===== src/rtl/de2_io_pkg.sv =====
// Shared constants for the DE2 board I/O blocks: switch count, debounce
// timing defaults and the CPU operand word width.
package de2_io_pkg;

    localparam int N_SW_DEFAULT   = 18;
    localparam int DIV_DEFAULT    = 27000;   // 1 ms at 27 MHz
    localparam int STABLE_DEFAULT = 8;
    localparam int WORD_W         = 32;

    // Counter width that can hold 0..n-1, never narrower than one bit.
    function automatic int cnt_width(input int n);
        return (n > 1) ? $clog2(n) : 1;
    endfunction

endpackage


===== src/rtl/debounce_bit.sv =====
// One switch channel: two-flop synchronizer plus a stability counter that
// counts prescaler ticks while the synchronized level disagrees with the
// accepted level. accept is asserted in the cycle the new level qualifies.
module debounce_bit
    import de2_io_pkg::*;
#(
    parameter int STABLE = STABLE_DEFAULT
) (
    input  logic clk,
    input  logic rst,
    input  logic raw,
    input  logic tick,
    input  logic level,
    output logic sync,
    output logic accept
);

    localparam int CW = cnt_width(STABLE);
    localparam logic [CW-1:0] CNT_LAST = CW'(STABLE - 1);

    logic          meta;
    logic [CW-1:0] cnt;
    logic          differ;

    assign differ = (sync != level);
    assign accept = tick && differ && (cnt == CNT_LAST);

    // Bring the asynchronous board level into the clk domain.
    always_ff @(posedge clk or negedge rst) begin
        if (!rst) begin
            meta <= 1'b0;
            sync <= 1'b0;
        end else begin
            meta <= raw;
            sync <= meta;
        end
    end

    // Count ticks of sustained disagreement; any agreement drops the count.
    always_ff @(posedge clk or negedge rst) begin
        if (!rst) begin
            cnt <= '0;
        end else if (!differ) begin
            cnt <= '0;
        end else if (tick) begin
            if (cnt == CNT_LAST) cnt <= '0;
            else                 cnt <= cnt + CW'(1);
        end
    end

endmodule


===== src/rtl/switch_debouncer.sv =====
// Debounces the board slide switches. A shared prescaler paces all channels;
// each channel accepts a new level after STABLE consecutive ticks of
// disagreement. Outputs are registered so the change pulse and mask line up
// with the first cycle sw_out shows the new value.
module switch_debouncer
    import de2_io_pkg::*;
#(
    parameter int N_SW   = N_SW_DEFAULT,
    parameter int DIV    = DIV_DEFAULT,
    parameter int STABLE = STABLE_DEFAULT
) (
    input  logic              clk,
    input  logic              rst,
    input  logic [N_SW-1:0]   sw_raw,
    output logic [N_SW-1:0]   sw_out,
    output logic [WORD_W-1:0] sw_word,
    output logic              changed,
    output logic [N_SW-1:0]   changed_mask
);

    localparam int DW = cnt_width(DIV);
    localparam logic [DW-1:0] DIV_LAST = DW'(DIV - 1);

    logic [DW-1:0]   div_cnt;
    logic            tick;
    logic [N_SW-1:0] sync;
    logic [N_SW-1:0] accept;

    assign tick    = (div_cnt == DIV_LAST);
    assign sw_word = {{(WORD_W - N_SW){1'b0}}, sw_out};

    // Free-running prescaler, 0..DIV-1.
    always_ff @(posedge clk or negedge rst) begin
        if (!rst)      div_cnt <= '0;
        else if (tick) div_cnt <= '0;
        else           div_cnt <= div_cnt + DW'(1);
    end

    for (genvar i = 0; i < N_SW; i++) begin : g_bit
        debounce_bit #(
            .STABLE (STABLE)
        ) u_bit (
            .clk    (clk),
            .rst    (rst),
            .raw    (sw_raw[i]),
            .tick   (tick),
            .level  (sw_out[i]),
            .sync   (sync[i]),
            .accept (accept[i])
        );
    end

    // Load every qualifying bit together and flag exactly those bits.
    always_ff @(posedge clk or negedge rst) begin
        if (!rst) begin
            sw_out       <= '0;
            changed_mask <= '0;
            changed      <= 1'b0;
        end else begin
            sw_out       <= (sw_out & ~accept) | (sync & accept);
            changed_mask <= accept;
            changed      <= |accept;
        end
    end

endmodule

===== config.mk =====
export PLATFORM = sky130hd
export DESIGN_NAME = switch_debouncer
export DESIGN_NICKNAME = d
export VERILOG_FILES = /design/src/rtl/de2_io_pkg.sv /design/src/rtl/debounce_bit.sv /design/src/rtl/switch_debouncer.sv
export SDC_FILE = /design/constraint.sdc
export NUM_CORES = 1
export LEC_CHECK = 0
export ABC_CLOCK_PERIOD_IN_PS = 3400
export CAP_MARGIN = 30
export CORE_UTILIZATION = 55
export CTS_CLUSTER_SIZE = 8
export DETAILED_ROUTE_END_ITERATION = 8
export PLACE_DENSITY = 0.83
export SYNTH_ARGS = -nofsm -noshare
export SYNTH_HDL_FRONTEND = slang
export SYNTH_SLANG_ARGS = --single-unit

===== constraint.sdc =====
create_clock -name clk -period 3.4 [get_ports clk]
set_input_delay 0.68 -clock clk [delete_from_list [all_inputs] [get_ports clk]]
set_output_delay 0.68 -clock clk [all_outputs]
set_load 0.02 [all_outputs]

[After elaboration in Yosys (flattened, before gate mapping)]
Index checks and enable logic that the tools add are counted.
Operators by class
  eq/ne operators: 55
  reductions and logical operators: 37
  bitwise gates (word level): 4
  mux-type cells: 55
  add/sub/neg operators: 19
Operators by type and width (count)
  $mux W3: 54
  $add A3 B1 Y3 const B: 18
  $eq A3 B3 Y1 const B: 18
  $and A18 B18 Y18: 2
  $logic_and A1 B1 Y1: 36
  $ne A2 B2 Y1 const B: 17
  $ne A1 B1 Y1: 18
  $not A18 Y18: 1
  $or A18 B18 Y18: 1
  $reduce_or A18 Y1: 1
  $add A15 B1 Y15 const B: 1
  $eq A15 B15 Y1 const B: 1
  $mux W15: 1
  $ne A2 B1 Y1 const B: 1
Word-level totals
  input bits: 20
  logic and storage cells: 228
  register bits: 142
  output and inout bits: 69

[Longest topological paths before layout]
  depth after elaboration: 6
  depth in mapped cells: 8
  gate-level depth less buffers: 6

[Cells and area by module]
From an unflattened synthesis, not the netlist that was laid out.
Unflattened totals
  cell total of the unflattened synthesis: 467
  area total of the unflattened synthesis: 6054.6 um2
By module, submodules not included
  debounce_bit: area an instance 217.7 um2, cells an instance 17, times used 18, seq. area each 125.1 um2
  switch_debouncer: area an instance 2135.8 um2, cells an instance 161, times used 1, seq. area each 1301.2 um2

[Worst setup path after synthesis]
No wires, ideal clock.
  kind: flip-flop to flip-flop
  start: reg div_cnt[0]
  end: reg with a tool-made name
  arrival: 1625 ps
  library setup time: 125 ps
  period minus slack after synthesis: 1751 ps
  path slack: 1649 ps
  required time: 3275 ps
  stages on the path, launching flop included: 8
  path through: dfrtp_1 -> ha_1 -> and4_1 -> and4_1 -> buf_6 -> buf_8 -> nand2_1 -> mux2_4
RTL lines
  start, declared: RTL line switch_debouncer.sv:24  | logic [DW-1:0] div_cnt;
  start signal, assigned: RTL line switch_debouncer.sv:36  | else div_cnt <= div_cnt + DW'(1);

==> impl_metrics.toml <==
[run_status]
status = "completed"

[sta]
slew_headroom = 0.6314
fin_crit_sh = 0.6486
maxSlewViolCount = 0
finalCriticalPeriod_ns = 2.205
setup_viol = 0
finClkSkew_ns = 0.008784
tns_ns = 0
clock.fmax_ghz = 0.4535
worst_slew_pin_slew_ns = 0.5529
finalHoldViolCount = 0
rsz0062_at_grt = "no"

[routing]
post-route-drc-count = 0
wl_per_cell_um = 14.87
drt-total-wl_mm = 11.26
firstDrtPassIters = 4
antenna_left = 0
viasPerCell = 5.283
drt_iter0_drc = 200
dr_total_vias = 3999

[critical_path]
worstSetupPathType = "flip-flop to flip-flop"
critPathMaxFanout = 42
crit_cells = 6
path_cells = "ha_1, and4_1, and4_2, buf_12, nand2_1, mux2_4"
cp.arrival_ns = 2.50
end_kind = "flip-flop"
critPathTopFamily = "simple AND/OR/NAND/NOR gates"
r2r_slack_ns = 1.19
reg2reg_depth = 6
slowest_delay_ns = 0.55
crit_required_ns = 3.69
cpMaxStageDelayCell = "and4_2"
r2r-start = "div_cnt[0]$_DFF_PN0_"
cp-start-kind = "flip-flop"
critPathBufInv = 1

[final_layout]
area_growth_pct = 17.73
fin_cells = 757
drive_gt1_frac = 0.08914
antennaDiodeCount = 0
num-nets-final = 661

[logic_synthesis]
syn_inst = 557
synth_seq_cells = 142
ys_seq_area_frac = 0.5721
synth_top_flop_cell = "dfrtp_1"
syn_avg_cell_area_um2 = 11.15
async_flop_share = 1.000
synth_edf_count = 0
syn_area_mm2 = 0.006211
synth_cell_types = 35
synth_warnings = 0

[global_route]
grt_pass1_vias = 4200
grt_use_total = 0.2065
overflow = 0
grt_max_degree = 100
grt_pass1_wl_mm = 18.37
antenna_found_initial = 0

[clock_tree]
ctsHoldBuffers = 0
cts.clk_slew.worst_paths_ns = 0.05
cts_tree = "done"
cts_buffer_depth = 2
cts_inserted_buffers = 17
clk_latency_ns = 0.41
cts.repair.resized = 0
htreeDepth = 4
cts_setup_buffers = 0
root_buffer = "clkbuf_16"
cts_sinks = 142

[power_and_ir_drop]
report.power.total_w = 0.003492
vdd_ir_drop_max_v = 0.0003750
power_leakage_nw = 3.457
p_per_area_mw_per_mm2 = 477.6

[floorplan]
die_area_mm2 = 0.01172
core-area_mm2 = 0.01094
ios = 89
chipWidth_um = 108.3
die_y_um = 108.3
start_util = 0.5680
rows = 38

[placed_design]
finalWeightedCongestion = 0.7966
dp_hpwl_mm = 7.454
port-buffer-count = 74
place_inst = 725

[flow_run]
max-cap-violations = 0

[min_path]
hold_path_class = "input port to asynchronous set/reset pin"
-- power breakdown --
part / switching, W / total (W) / internal [W] / leakage, nW
registers: 0.0000111 / 0.00172 / 0.00171 / 1.89
clock network: 0.000639 / 0.00167 / 0.00103 / 0.271
logic: 0.0000634 / 0.0000954 / 0.0000320 / 1.30
total: 0.000713 / 0.00349 / 0.00278 / 3.46
-- stage by stage --
step	hold WS [ns]	worst slack [ns]	utilization	cell area (µm²)
floorplan	0.3312	1.649	-	6260
global placement	0.3325	1.282	0.6170	6748
detailed placement	0.3347	1.193	0.6196	6775
CTS	0.1091	1.189	0.6687	7312
global route	0.1197	1.047	0.6687	7312
finish	0.1116	1.195	0.6687	7312
-- routing by layer --
metal  global-route usage  vias up  wire (µm)
met4              0.09942        0        224
met3              0.05726       25        446
met5                    0        -          0
met2               0.3763      103       6127
met1               0.2193     1986       4460
li1                     -     1885          -
-- how the worst max path moves through the flow --
stage | slack (ns) | start | end
2_1_floorplan | 1.65 | div_cnt[0]$_DFF_PN0_ | flip-flop
3_3_place_gp | 1.28 | div_cnt[0]$_DFF_PN0_ | flip-flop
3_5_place_dp | 1.19 | div_cnt[0]$_DFF_PN0_ | flip-flop
4_1_cts | 1.19 | div_cnt[0]$_DFF_PN0_ | flip-flop
5_1_grt | 1.05 | div_cnt[0]$_DFF_PN0_ | flip-flop
6_report | 1.19 | div_cnt[0]$_DFF_PN0_ | flip-flop
-- cell families after synthesis --
logic type	Yosys count	share of synthesized area
AOI/OAI and AO/OA	67	0.05641
buffers and inverters	80	0.08642
other	1	0.0006038
muxes	18	0.03868
and+or+nand+nor	183	0.1303
xor gates and xnor gates	29	0.04090
DFF	142	0.5721
adders and majority gates	37	0.07454
-- cells in the mapped netlist, types with 4 or more instances --
cell type | instances | area, µm²
xnor2_1 | 21 | 183.9
ha_1 | 37 | 462.9
mux2_4 | 10 | 150.1
buf_4 | 53 | 397.9
xor2_1 | 8 | 70.07
mux2_2 | 8 | 90.09
o22ai_1 | 5 | 31.28
nand3b_1 | 4 | 30.03
a21oi_1 | 56 | 280.3
nor3_1 | 24 | 120.1
dfrtp_1 | 142 | 3553
nand2_1 | 81 | 304.0
nor2_1 | 43 | 161.4
nand2b_1 | 4 | 25.02
nand3_1 | 14 | 70.07
inv_1 | 15 | 56.30
clkbuf_1 | 4 | 15.01
-- cells in the final DEF, fill, tap and decap left out, drive strengths merged --
master / netlist / final
conb: 1 / 14
or3: 2 / 2
bufinv: 0 / 1
o21ai: 3 / 3
ha: 37 / 37
buf: 61 / 7
dfrtp: 142 / 142
and2: 1 / 1
and3: 1 / 1
clkdlybuf4s50: 0 / 73
o22ai: 5 / 5
nor2: 43 / 43
and4: 2 / 2
nand2b: 4 / 4
nand3b: 4 / 4
xor2: 8 / 8
a31oi: 1 / 1
a221oi: 1 / 1
and4b: 1 / 1
nand4: 3 / 3
nand3: 14 / 14
nor3: 24 / 24
clkinv: 0 / 7
xnor2: 21 / 21
nand2: 82 / 82
nor2b: 1 / 1
clkbuf: 4 / 24
nor4b: 1 / 1
inv: 15 / 15
a21oi: 56 / 56
mux2: 18 / 18
o2111ai: 1 / 1
-- area by class of cell --
type	count	area (µm²)
Multi-Input combinational cell	348	2171
Clock buffer	24	471.7
Fill cell	812	3623
Tap cell	140	175.2
Sequential cell	142	3553
Timing Repair Buffer	80	819.5
Inverter	15	56.30
Clock inverter	8	65.06
-- worst register-to-register path: stages (launching register included) --
cell	delay, ns
dfrtp_1	0.36
ha_1	0.23
and4_1	0.22
and4_2	0.55
buf_12	0.28
nand2_1	0.14
mux2_4	0.31
Note: power is estimated with default switching activity, not from simulation.
==> edit: new RTL, same settings <==
Register the output `sw_out` once more; this adds one clock of latency there. The other outputs are not delayed to match. Comments in the files are not updated.
--- a/src/rtl/switch_debouncer.sv
+++ b/src/rtl/switch_debouncer.sv
@@ -23,2 +23,4 @@
 
+    logic [N_SW-1:0] sw_s0;
+
     logic [DW-1:0]   div_cnt;
@@ -29,3 +31,3 @@
     assign tick    = (div_cnt == DIV_LAST);
-    assign sw_word = {{(WORD_W - N_SW){1'b0}}, sw_out};
+    assign sw_word = {{(WORD_W - N_SW){1'b0}}, sw_s0};
 
@@ -46,3 +48,3 @@
             .tick   (tick),
-            .level  (sw_out[i]),
+            .level  (sw_s0[i]),
             .sync   (sync[i]),
@@ -55,3 +57,3 @@
         if (!rst) begin
-            sw_out       <= '0;
+            sw_s0        <= '0;
             changed_mask <= '0;
@@ -59,3 +61,3 @@
         end else begin
-            sw_out       <= (sw_out & ~accept) | (sync & accept);
+            sw_s0        <= (sw_s0 & ~accept) | (sync & accept);
             changed_mask <= accept;
@@ -65,2 +67,6 @@
 
+    always_ff @(posedge clk) begin
+        sw_out <= sw_s0;
+    end
+
 endmodule
Formal check against the unedited RTL: no difference found for any inputs over 10 cycles, from zero or initial values and one cycle with rst low; that may be too few to reach the edited logic, so the function may still have changed.
==> edit against the unedited design <==
Via count rose by 2.1%. Worst hold slack improved by 0.19 ns. Total power rose by 12%. First-iteration DRC count up 28%. Fmax rose by 2.1%. Synthesized area up 3.6%. Sequential cell count is 18 higher. Critical path type is now reg -> out. Routed wire length is 0.36% higher. Setup slack better by 0.045 ns. Cell area up 5.3%. Die area is 3.6% higher. Clock skew down 0.0042 ns. Largest power group unchanged. Clock power rose by 12%.
==> edit: results (changes against the unedited design) <==
| Metric | Value |
|---|---|
| Share of cell area taken by muxes after synthesis | `0.03733 (was 0.03868)` |
| Clock net power | `1.87 mW (was 1.67 mW)` |
| Clock buffer count | `26 (was 24)` |
| Share of the synthesized area in compound gates (AO/OA/AOI/OAI) | `0.05443 (was 0.05641)` |
| Netlist cell types | `36 (was 35)` |
| Combinational-cell power consumption | `0.0920 mW (was 0.0954 mW)` |
| Filler Cells Inserted | `796 (was 812)` |
| Fraction of layout instances using a drive strength above 1 | `0.08202 (was 0.08914)` |
| Share of final layout cell area taken by clock buffers and inverters | `0.07592 (was 0.07341)` |
| Pin count of the biggest net entering global routing | `78 (was 100)` |
| Met1 routing resource usage after global routing | `0.2438 (was 0.2193)` |
| Fraction of standard cell area that is sequential | `0.5085 (was 0.4860)` |
| Number of global-route vias before repair | `4097 (was 4200)` |
| Detailed Route WL | `11300 um (was 11260 um)` |
| Standard cell area after detailed placement | `7112 um^2 (was 6775 um^2)` |
| Post-synthesis xor/xnor area fraction | `0.03946 (was 0.04089)` |
| Data arrival time of the critical path | `1.48 ns (was 2.50 ns)` |
| Avg Synthesized Cell Area | `11.56 um^2 (was 11.15 um^2)` |
| Async set-or-reset flop fraction in the synthesized netlist | `0.8875 (was 1.000)` |
| Outcome | `finished, final reports clean (unchanged)` |
| Slowest stage cell, crit path | `sky130_fd_sc_hd__clkdlybuf4s50_1 (was sky130_fd_sc_hd__and4_2)` |
| Worst max-slew margin expressed relative to the limit | `0.5380 (was 0.6314)` |
| Length of routed wiring on met1 | `4770 um (was 4460 um)` |
| Non-clk bufs | `79 (was 80)` |
| Met2 Wirelength | `5903 um (was 6127 um)` |
| Placed instance count | `745 (was 725)` |
| DRC violation total after the first TritonRoute iteration | `255 (was 200)` |
| Cell leakage power | `3.606 nW (was 3.457 nW)` |
| Leading post-synthesis cells by cell area | `sky130_fd_sc_hd__dfrtp_1 (55%), sky130_fd_sc_hd__ha_1 (7.2%), sky130_fd_sc_hd__dfxtp_1 (5.6%), sky130_fd_sc_hd__nand2_1 (4.7%), sky130_fd_sc_hd__a21oi_1 (4.4%) (was sky130_fd_sc_hd__dfrtp_1 (57%), sky130_fd_sc_hd__ha_1 (7.5%), sky130_fd_sc_hd__buf_4 (6.4%), sky130_fd_sc_hd__nand2_1 (4.9%), sky130_fd_sc_hd__a21oi_1 (4.5%))` |
| Fraction of met2 tracks used by global routing | `0.3545 (was 0.3763)` |
| Worst slack after detailed placement | `1.392 ns (was 1.193 ns)` |
| Area of the die | `12140 um^2 (was 11720 um^2)` |
| Critical path fanouts, max | `4 (was 42)` |
| Sequential element share of the synthesized area | `0.6081 (was 0.5721)` |
| Wire length of the first global-routing pass | `18640 um (was 18370 um)` |
| Post-route insts no fill | `777 (was 757)` |
| Net count, final | `678 (was 661)` |
[edit: cell count changes after synthesis]
cell / before / now
sky130_fd_sc_hd__dfxtp_1: 0 / 18
sky130_fd_sc_hd__buf_4: 53 / 35
[edit: cell families (layout without fill, tap and decap cells)]
logic type	count (synthesis)	after routing
AO/OA/AOI/OAI	67	67
multiplexers	18	18
flip-flops	160	160
buffers and inverters	62	126
adder cells (fa/ha/maj)	37	37
AND/OR/NAND/NOR	183	183
XOR/XNOR	29	29
other	1	14
[edit: worst paths after layout]
check | startpoint | to | slack (ns) | cells past startpoint
hold / removal | rst | g_bit[14].u_bit.sync | 0.30 | 1
min in group clk | g_bit[5].u_bit.meta | g_bit[5].u_bit.sync | 0.35 | 0
setup / recovery | flip-flop | sw_word[11] | 1.24 | 1
max in group asynchronous | rst | g_bit[4].u_bit.cnt[1] | 2.31 | 2
hold reg to reg | g_bit[5].u_bit.meta | g_bit[5].u_bit.sync | 0.35 | 0
setup reg to reg | div_cnt[0] | flip-flop | 1.38 | 6
